===== config.mk =====
export PLATFORM = sky130hd
export DESIGN_NAME = custom_pr_controller
export DESIGN_NICKNAME = d
export VERILOG_FILES = /design/src/rtl/custom_pr_controller.sv
export SDC_FILE = /design/constraint.sdc
export NUM_CORES = 1
export LEC_CHECK = 0
export CORE_AREA = 2 2 152 228
export DETAILED_ROUTE_END_ITERATION = 6
export DIE_AREA = 0 0 154 230
export PLACE_DENSITY = 0.56
export SLEW_MARGIN = 25
export SYNTH_ARGS = -nofsm -noshare
export SYNTH_HDL_FRONTEND = slang
export SYNTH_SLANG_ARGS = --single-unit
export TNS_END_PERCENT = 5

===== constraint.sdc =====
create_clock -name clk -period 2.84 [get_ports clk]
set_input_delay 0.852 -clock clk [delete_from_list [all_inputs] [get_ports clk]]
set_output_delay 0.852 -clock clk [all_outputs]
set_load 0.005 [all_outputs]

===== src/rtl/custom_pr_controller.sv =====
// Partial-reconfiguration sequencer for the custom exunit region:
// gates issue on the resident config, else drains, streams the bitstream and resets the region.
module custom_pr_controller #(
    parameter int NUM_CFG       = 4,
    parameter int CFG_ID_W      = 2,
    parameter int ADDR_W        = 16,
    parameter int WORD_W        = 32,
    parameter int PR_RST_CYCLES = 4
) (
    input  logic                clk,
    input  logic                reset,
    input  logic                ex_req_valid,
    input  logic [CFG_ID_W-1:0] ex_req_cfg,
    output logic                ex_grant,
    input  logic                unit_busy,
    input  logic                cfg_wr_en,
    input  logic [CFG_ID_W-1:0] cfg_wr_id,
    input  logic [ADDR_W-1:0]   cfg_wr_base,
    input  logic [ADDR_W-1:0]   cfg_wr_len,
    output logic                bs_rd_en,
    output logic [ADDR_W-1:0]   bs_rd_addr,
    input  logic [WORD_W-1:0]   bs_rd_data,
    output logic                icap_csib,
    output logic [WORD_W-1:0]   icap_wdata,
    output logic                pr_decouple,
    output logic                pr_reset,
    output logic                loaded_valid,
    output logic [CFG_ID_W-1:0] loaded_cfg,
    output logic                pr_error,
    output logic [15:0]         reconfig_count
);

    localparam int RW = (PR_RST_CYCLES > 1) ? $clog2(PR_RST_CYCLES) : 1;
    localparam logic [RW-1:0] RST_LAST = RW'(PR_RST_CYCLES - 1);

    typedef enum logic [1:0] {IDLE, DRAIN, LOAD, PRRST} state_t;

    state_t state, state_nx;

    logic [ADDR_W-1:0]   base_tab [NUM_CFG];
    logic [ADDR_W-1:0]   len_tab  [NUM_CFG];
    logic [CFG_ID_W-1:0] target;
    logic [ADDR_W-1:0]   ld_base;
    logic [ADDR_W-1:0]   ld_len;
    logic [ADDR_W-1:0]   cnt;
    logic [RW-1:0]       rst_cnt;
    logic                req_hit;
    logic                req_miss;
    logic [ADDR_W-1:0]   req_len;
    logic                go_drain;
    logic                go_load;
    logic                go_prrst;
    logic                go_idle;

    assign req_len  = len_tab[ex_req_cfg];
    assign req_hit  = ex_req_valid && loaded_valid && (ex_req_cfg == loaded_cfg);
    assign req_miss = ex_req_valid && !req_hit;

    always_comb begin
        state_nx = state;
        ex_grant = 1'b0;
        pr_error = 1'b0;
        go_drain = 1'b0;
        go_load  = 1'b0;
        go_prrst = 1'b0;
        go_idle  = 1'b0;
        unique case (state)
            IDLE: begin
                ex_grant = req_hit;
                if (req_miss && req_len == '0) begin
                    pr_error = 1'b1;
                end else if (req_miss) begin
                    go_drain = 1'b1;
                    state_nx = DRAIN;
                end
            end
            DRAIN: begin
                if (!ex_req_valid) begin
                    state_nx = IDLE;
                end else if (!unit_busy) begin
                    go_load  = 1'b1;
                    state_nx = LOAD;
                end
            end
            LOAD: begin
                // cnt runs one past the last read so the lagging write completes
                if (cnt == ld_len) begin
                    go_prrst = 1'b1;
                    state_nx = PRRST;
                end
            end
            PRRST: begin
                if (rst_cnt == RST_LAST) begin
                    go_idle  = 1'b1;
                    state_nx = IDLE;
                end
            end
            default: state_nx = IDLE;
        endcase
    end

    assign bs_rd_en    = (state == LOAD) && (cnt < ld_len);
    assign bs_rd_addr  = bs_rd_en ? ld_base + cnt : '0;
    assign icap_csib   = !((state == LOAD) && (cnt != '0));
    assign icap_wdata  = icap_csib ? '0 : bs_rd_data;
    assign pr_decouple = (state == LOAD) || (state == PRRST);
    assign pr_reset    = (state == PRRST);

    always_ff @(posedge clk) begin
        if (reset) begin
            for (int i = 0; i < NUM_CFG; i++) begin
                base_tab[i] <= '0;
                len_tab[i]  <= '0;
            end
        end else if (cfg_wr_en) begin
            base_tab[cfg_wr_id] <= cfg_wr_base;
            len_tab[cfg_wr_id]  <= cfg_wr_len;
        end
    end

    always_ff @(posedge clk) begin
        if (reset) begin
            state          <= IDLE;
            target         <= '0;
            ld_base        <= '0;
            ld_len         <= '0;
            cnt            <= '0;
            rst_cnt        <= '0;
            loaded_valid   <= 1'b0;
            loaded_cfg     <= '0;
            reconfig_count <= '0;
        end else begin
            state   <= state_nx;
            cnt     <= (state == LOAD && !go_prrst) ? cnt + 1'b1 : '0;
            rst_cnt <= (state == PRRST && !go_idle) ? rst_cnt + 1'b1 : '0;
            if (go_drain) begin
                target <= ex_req_cfg;
            end
            if (go_load) begin
                ld_base      <= base_tab[target];
                ld_len       <= len_tab[target];
                loaded_valid <= 1'b0;
            end
            if (go_idle) begin
                loaded_valid <= 1'b1;
                loaded_cfg   <= target;
                if (reconfig_count != 16'hFFFF) begin
                    reconfig_count <= reconfig_count + 1'b1;
                end
            end
        end
    end

endmodule


; ---- Word-level counts from Yosys, hierarchy flattened
; Memory sizes are Yosys's and may differ from the RTL's. A register that Yosys moved wholly into a read port is not among the register bits.
; Index checks and enable logic that the tools add are counted.
[word_totals]
regBits = 41
mem_bits_rw = 128
inputBits = 73
wordCells = 86
mem_count = 2
[classes]
add_sub_neg = 4
n_lt_le_gt_ge = 1
n_eq_ne = 12
muxes = 35
bitwise = 2
n_reduce_logical = 23
[mem_list]
columns = name, depth, width, read_ports, rd_ports_with_merged_regs, write_ports, line_no
row1 = base_tab, 4, 16, 1, 1, 4, 40  ; logic [ADDR_W-1:0] base_tab [NUM_CFG];
row2 = len_tab, 4, 16, 2, 1, 4, 41  ; logic [ADDR_W-1:0] len_tab [NUM_CFG];
[op_table]
columns = operator, n
row1 = $mux 16, 3
row2 = $add 16x1->16 const B, 2
row3 = $mux 32, 1
row4 = $reduce_or 16->1, 2
row5 = $mux 1, 22
row6 = $add 16x16->16, 1
row7 = $eq 16x16->1, 1
row8 = $logic_not 16->1, 1
row9 = $lt 16x16->1, 1
row10 = $mux 2, 8
row11 = $ne 16x16->1 const B, 1
row12 = $reduce_bool 16->1, 1
row13 = $logic_and 1x1->1, 8
row14 = $pmux 2 s4, 1
row15 = $eq 2x2->1 const B, 3
row16 = $ne 2x2->1 const B, 3
row17 = $reduce_and 5->1, 1
row18 = $logic_not 1->1, 4
row19 = $reduce_or 2->1, 2
row20 = $ne 3x3->1 const B, 1
row21 = $add 2x1->2 const B, 1
row22 = $eq 2x1->1 const B, 1
row23 = $eq 2x2->1, 1
row24 = $logic_not 2->1, 1
row25 = 5 further kinds, 6

; ---- Depth between registers and ports, before layout
[depth]
ltp_word = 7
mapped_depth = 10
depth_no_buf = 9

; ---- Worst setup path before layout
; No wires, ideal clock.
[synth_path]
path_kind = register to output
from = register cnt[1]
to = output port bs_rd_addr[15]
arrival_time_ns = 2.049
required_time_ns = 1.988
slack_ns = -0.061
stages_incl_launch_ff = 8
n_path_buf = 0
path_cell_list = dfxtp_1 ha_1 a211oi_1 o21bai_1 a31oi_1 nor4_1 or4_1 a21oi_1
[synth_between]
elab_chain_len = 3
elab_cells_between_ends = 4
cone_classes = add/sub (1) / order compare (1) / mux (1) / reduce/logical (1)
[synth_rtl]
columns = item, line_no
row1 = from (decl), 45  ; logic [ADDR_W-1:0] cnt;
row2 = from (signal assigned), 134  ; cnt <= (state == LOAD && !go_prrst) ? cnt + 1'b1 : '0;
row3 = $lt 16x16->1, 102  ; assign bs_rd_en = (state == LOAD) && (cnt < ld_len);
row4 = $logic_and 1x1->1, 102
row5 = $mux 16 *, 103  ; assign bs_rd_addr = bs_rd_en ? ld_base + cnt : '0;
row6 = to (decl), 21  ; output logic [ADDR_W-1:0] bs_rd_addr,
; Mark *: on every way between the ends. The rest lies on a longest branch, timed or not.

; ---- Worst setup path in the final report
[layout_path]
from = register cnt[8]
to = output port bs_rd_en
[layout_between]
elab_chain_len = 2
[layout_rtl]
columns = item, line_no
row1 = $lt 16x16->1, 102
row2 = $logic_and 1x1->1, 102
row3 = to (decl), 20  ; output logic bs_rd_en,
; No other way between the ends.

==> impl_results.md <==
- Largest net degree at the start of global routing: 37
- Outcome: finished, violations left
- Post-route core utilization: 0.407
- Crit. Startpoint: cnt[8]
- Post-synth ARST share: 0
- Max VDD drop: 0.371 mV
- Worst Tran Pin Value: 0.786 ns
- Via-to-Cell Ratio: 4.73
- R2R Path End: cnt[9]
- Core Region: 33300 um^2
- Post-route ant nets: 0
- First-pass GRT wire length: 41500 um
- Final Non-Filler Cells: 1567
- Crit Path Class: flop to output pin
- # IOs: 146
- Setup Skew: 0.0184 ns
- Hold_buf cts: 0
- Most used DFF post-synth: edfxtp_1
- Post-synth EDFFs: 128
- Pre-antenna DRT Iters: 5
- Clock transition at path regs: 0.07 ns
- Fmax: 0.292 GHz
- Worst reg2reg path depth: 9
- Routed WL: 26600 um
- Detail Placement HPWL: 18700 um
- Leakage power: 0.00504 uW
- Initial Utilization: 0.298
- Initial antenna violation count: 0
- IO Port Bufs: 145
- Final setup margin: -0.583 ns
- CP Capture Point: bs_rd_en
- Crit end category: output pin
- Sequential cell area: 5320 um^2
- Count leader, synth: and2_1
- Area of the mapped netlist: 9920 um^2
- Clk pwr share: 0.385
- TritonCTS Buffers: 20
- Crit start category: flop
- Slew Limit Fails: 0
- Cells after Synth: 892
- Filler cell count in the final layout: 3166
- Root Buffer Master: clkbuf_16
- Latest clock arrival within the worst-skew pair: 0.51 ns
- Yosys top cell by area: edfxtp_1
- Area of the multi-input gates: 4770 um^2
- Post-synth top cells: and2_1 (161), edfxtp_1 (128), nand2_1 (98), dfxtp_1 (73), nor2_1 (62)
- Logic pwr share: 0.094
- WL/cell: 17.0 um
- Period utilization: 1.21
- Sink Count: 201
- Height of the chip: 230 um
- Synth top area share: 0.387
- Grt ovf: 0
- Mapped Nets: 1001
- Rows: 82
- Reg2reg start: cnt[8]
- Max_slew headroom: 0.472
- Antenna cells: 0
- Gpl congestion: 0.814
- Final number of hold-violating endpoints: 0
- Sequential power share: 0.521
- Share of cells above drive strength 1: 0.282
- CP arrival: 2.57 ns
- Register area share after synthesis: 0.535
- Failing checks: negative setup slack
- Pwr/cell area: 473 nW/um^2
- Via count: 7413
- CTS tree: done
- Distinct cells, synth: 55
- Clk buf depth: 3
- WHS: 0.432 ns
- RSZ-0062 raised after global routing: true
- Hold crit path type: flop to flop
- Die width: 154 um
- Max-cap violations: 0
- Die area: 35400 um^2
- Worst EP required: 1.99 ns
- Psw: 1450 uW
- Crit-path max FO: 8
- Yosys synthesis warning count: 0
- Total track usage: 0.149
- Fin nets: 1242
- # H-tree levels: 1
- Placed cells: 1521
- Reg2reg setup slack: 0.69 ns
- Sw frac: 0.226
- Synth Register Bits: 201
- Largest cells by area after synthesis: edfxtp_1 (39%), dfxtp_1 (15%), and2_1 (10%)
- Number of global-route vias before repair: 7828
- Min Tclk post-route: 3.42 ns
- Syn_area_per_cell: 11.1 um^2
- 1st-iter DRT viols: 314
- Power Internal: 4970 uW
- Remaining DRCs: 0
- Area Overhead vs Synth: 36.7%
- # setup viols final: 51
- Setup tns final: -15.40 ns
==> worst max-delay path, stage by stage, from the launching register on <==
cell and delay [ns]:
dfxtp_2 0.34, buf_6 0.12, ha_1 0.17, a21o_1 0.19
a21oi_2 0.16, o21ai_2 0.07, a221oi_2 0.28, o21ai_1 0.09
buf_4 0.18, buf_6 0.12, buf_6 0.13, inv_1 0.05
clkdlybuf4s15_2 0.19
==> cells in the final DEF (no fill, tap or decap), drive strengths merged, types with 28 or more instances in the layout <==
master         count
clkbuf            60
ha                35
nand2             98
a21oi             50
dfxtp             73
nor2              62
and2             161
buf              137
mux4              32
inv               28
edfxtp           128
clkdlybuf4s50     91
==> routing by layer <==
layer	vias up	share of wire	global-route usage
li1	3626	-	-
met1	3575	0.36	0.144
met2	164	0.57	0.307
met3	48	0.037	0.0181
met4	0	0.039	0.0634
met5	-	0	0
==> flip-flops by register name, summed over array words and instances (netlist names), named ones only <==
signal,count
base_tab,64
cnt,16
ld_base,16
ld_len,16
len_tab,64
loaded_cfg,2
loaded_valid,1
reconfig_count,16
rst_cnt,2
state,1
target,2
==> how the worst min path moves through the flow <==
stage                from         end  slack, ns  depth (start not counted)
3_3_place_gp   rst_cnt[0]  rst_cnt[0]       0.42                          1
6_report       rst_cnt[0]  rst_cnt[0]       0.43                          1
3_5_place_dp   rst_cnt[0]  rst_cnt[0]       0.43                          1
4_1_cts        rst_cnt[0]  rst_cnt[0]       0.44                          1
5_1_grt        rst_cnt[0]  rst_cnt[0]       0.45                          1
2_1_floorplan  rst_cnt[0]  rst_cnt[0]       0.41                          1
==> power groups by stage <==
stage / Clock, uW / Combinational (uW) / Sequential (uW)
2_1_floorplan: 0 / 306 / 3370
3_3_place_gp: 0 / 595 / 3400
3_5_place_dp: 0 / 596 / 3400
4_1_cts: 2550 / 616 / 3340
5_1_grt: 2650 / 655 / 3360
6_report: 2470 / 605 / 3340
==> repair_timing <==
action,CTS,global route
buffers inserted,7,1
endpoints found under the setup margin,52,52
pin swaps,31,22
gates cloned,2,0
gates resized for setup,200,85
==> logic make-up after synthesis <==
family | after synthesis | share of synthesized area
multiplexers | 37 | 0.0778
flip-flops | 201 | 0.535
AND/OR/NAND/NOR | 412 | 0.221
AO/OA/AOI/OAI | 94 | 0.0571
adder cells (fa/ha/maj) | 36 | 0.0462
buffers and inverters | 72 | 0.0279
XOR/XNOR | 40 | 0.0353
==> cell type report <==
type | count | area share
Inverter | 28 | 0.00812
Tap cell | 420 | 0.0387
Clock inverter | 7 | 0.00277
Sequential cell | 201 | 0.392
Timing Repair Buffer | 263 | 0.165
Multi-Input combinational cell | 619 | 0.351
Clock buffer | 29 | 0.0417
==> stage by stage <==
stage	instance area (um^2)	total power, uW	setup slack (ns)
final	13600	6420	-0.583
after global routing	13600	6660	-0.679
after CTS	13600	6510	-0.629
after global placement	12600	3990	-1.10
after detailed placement	12600	4000	-1.17
after floorplan	9930	3680	0.0190
No activity file was read; power rests on OpenSTA's default activity.
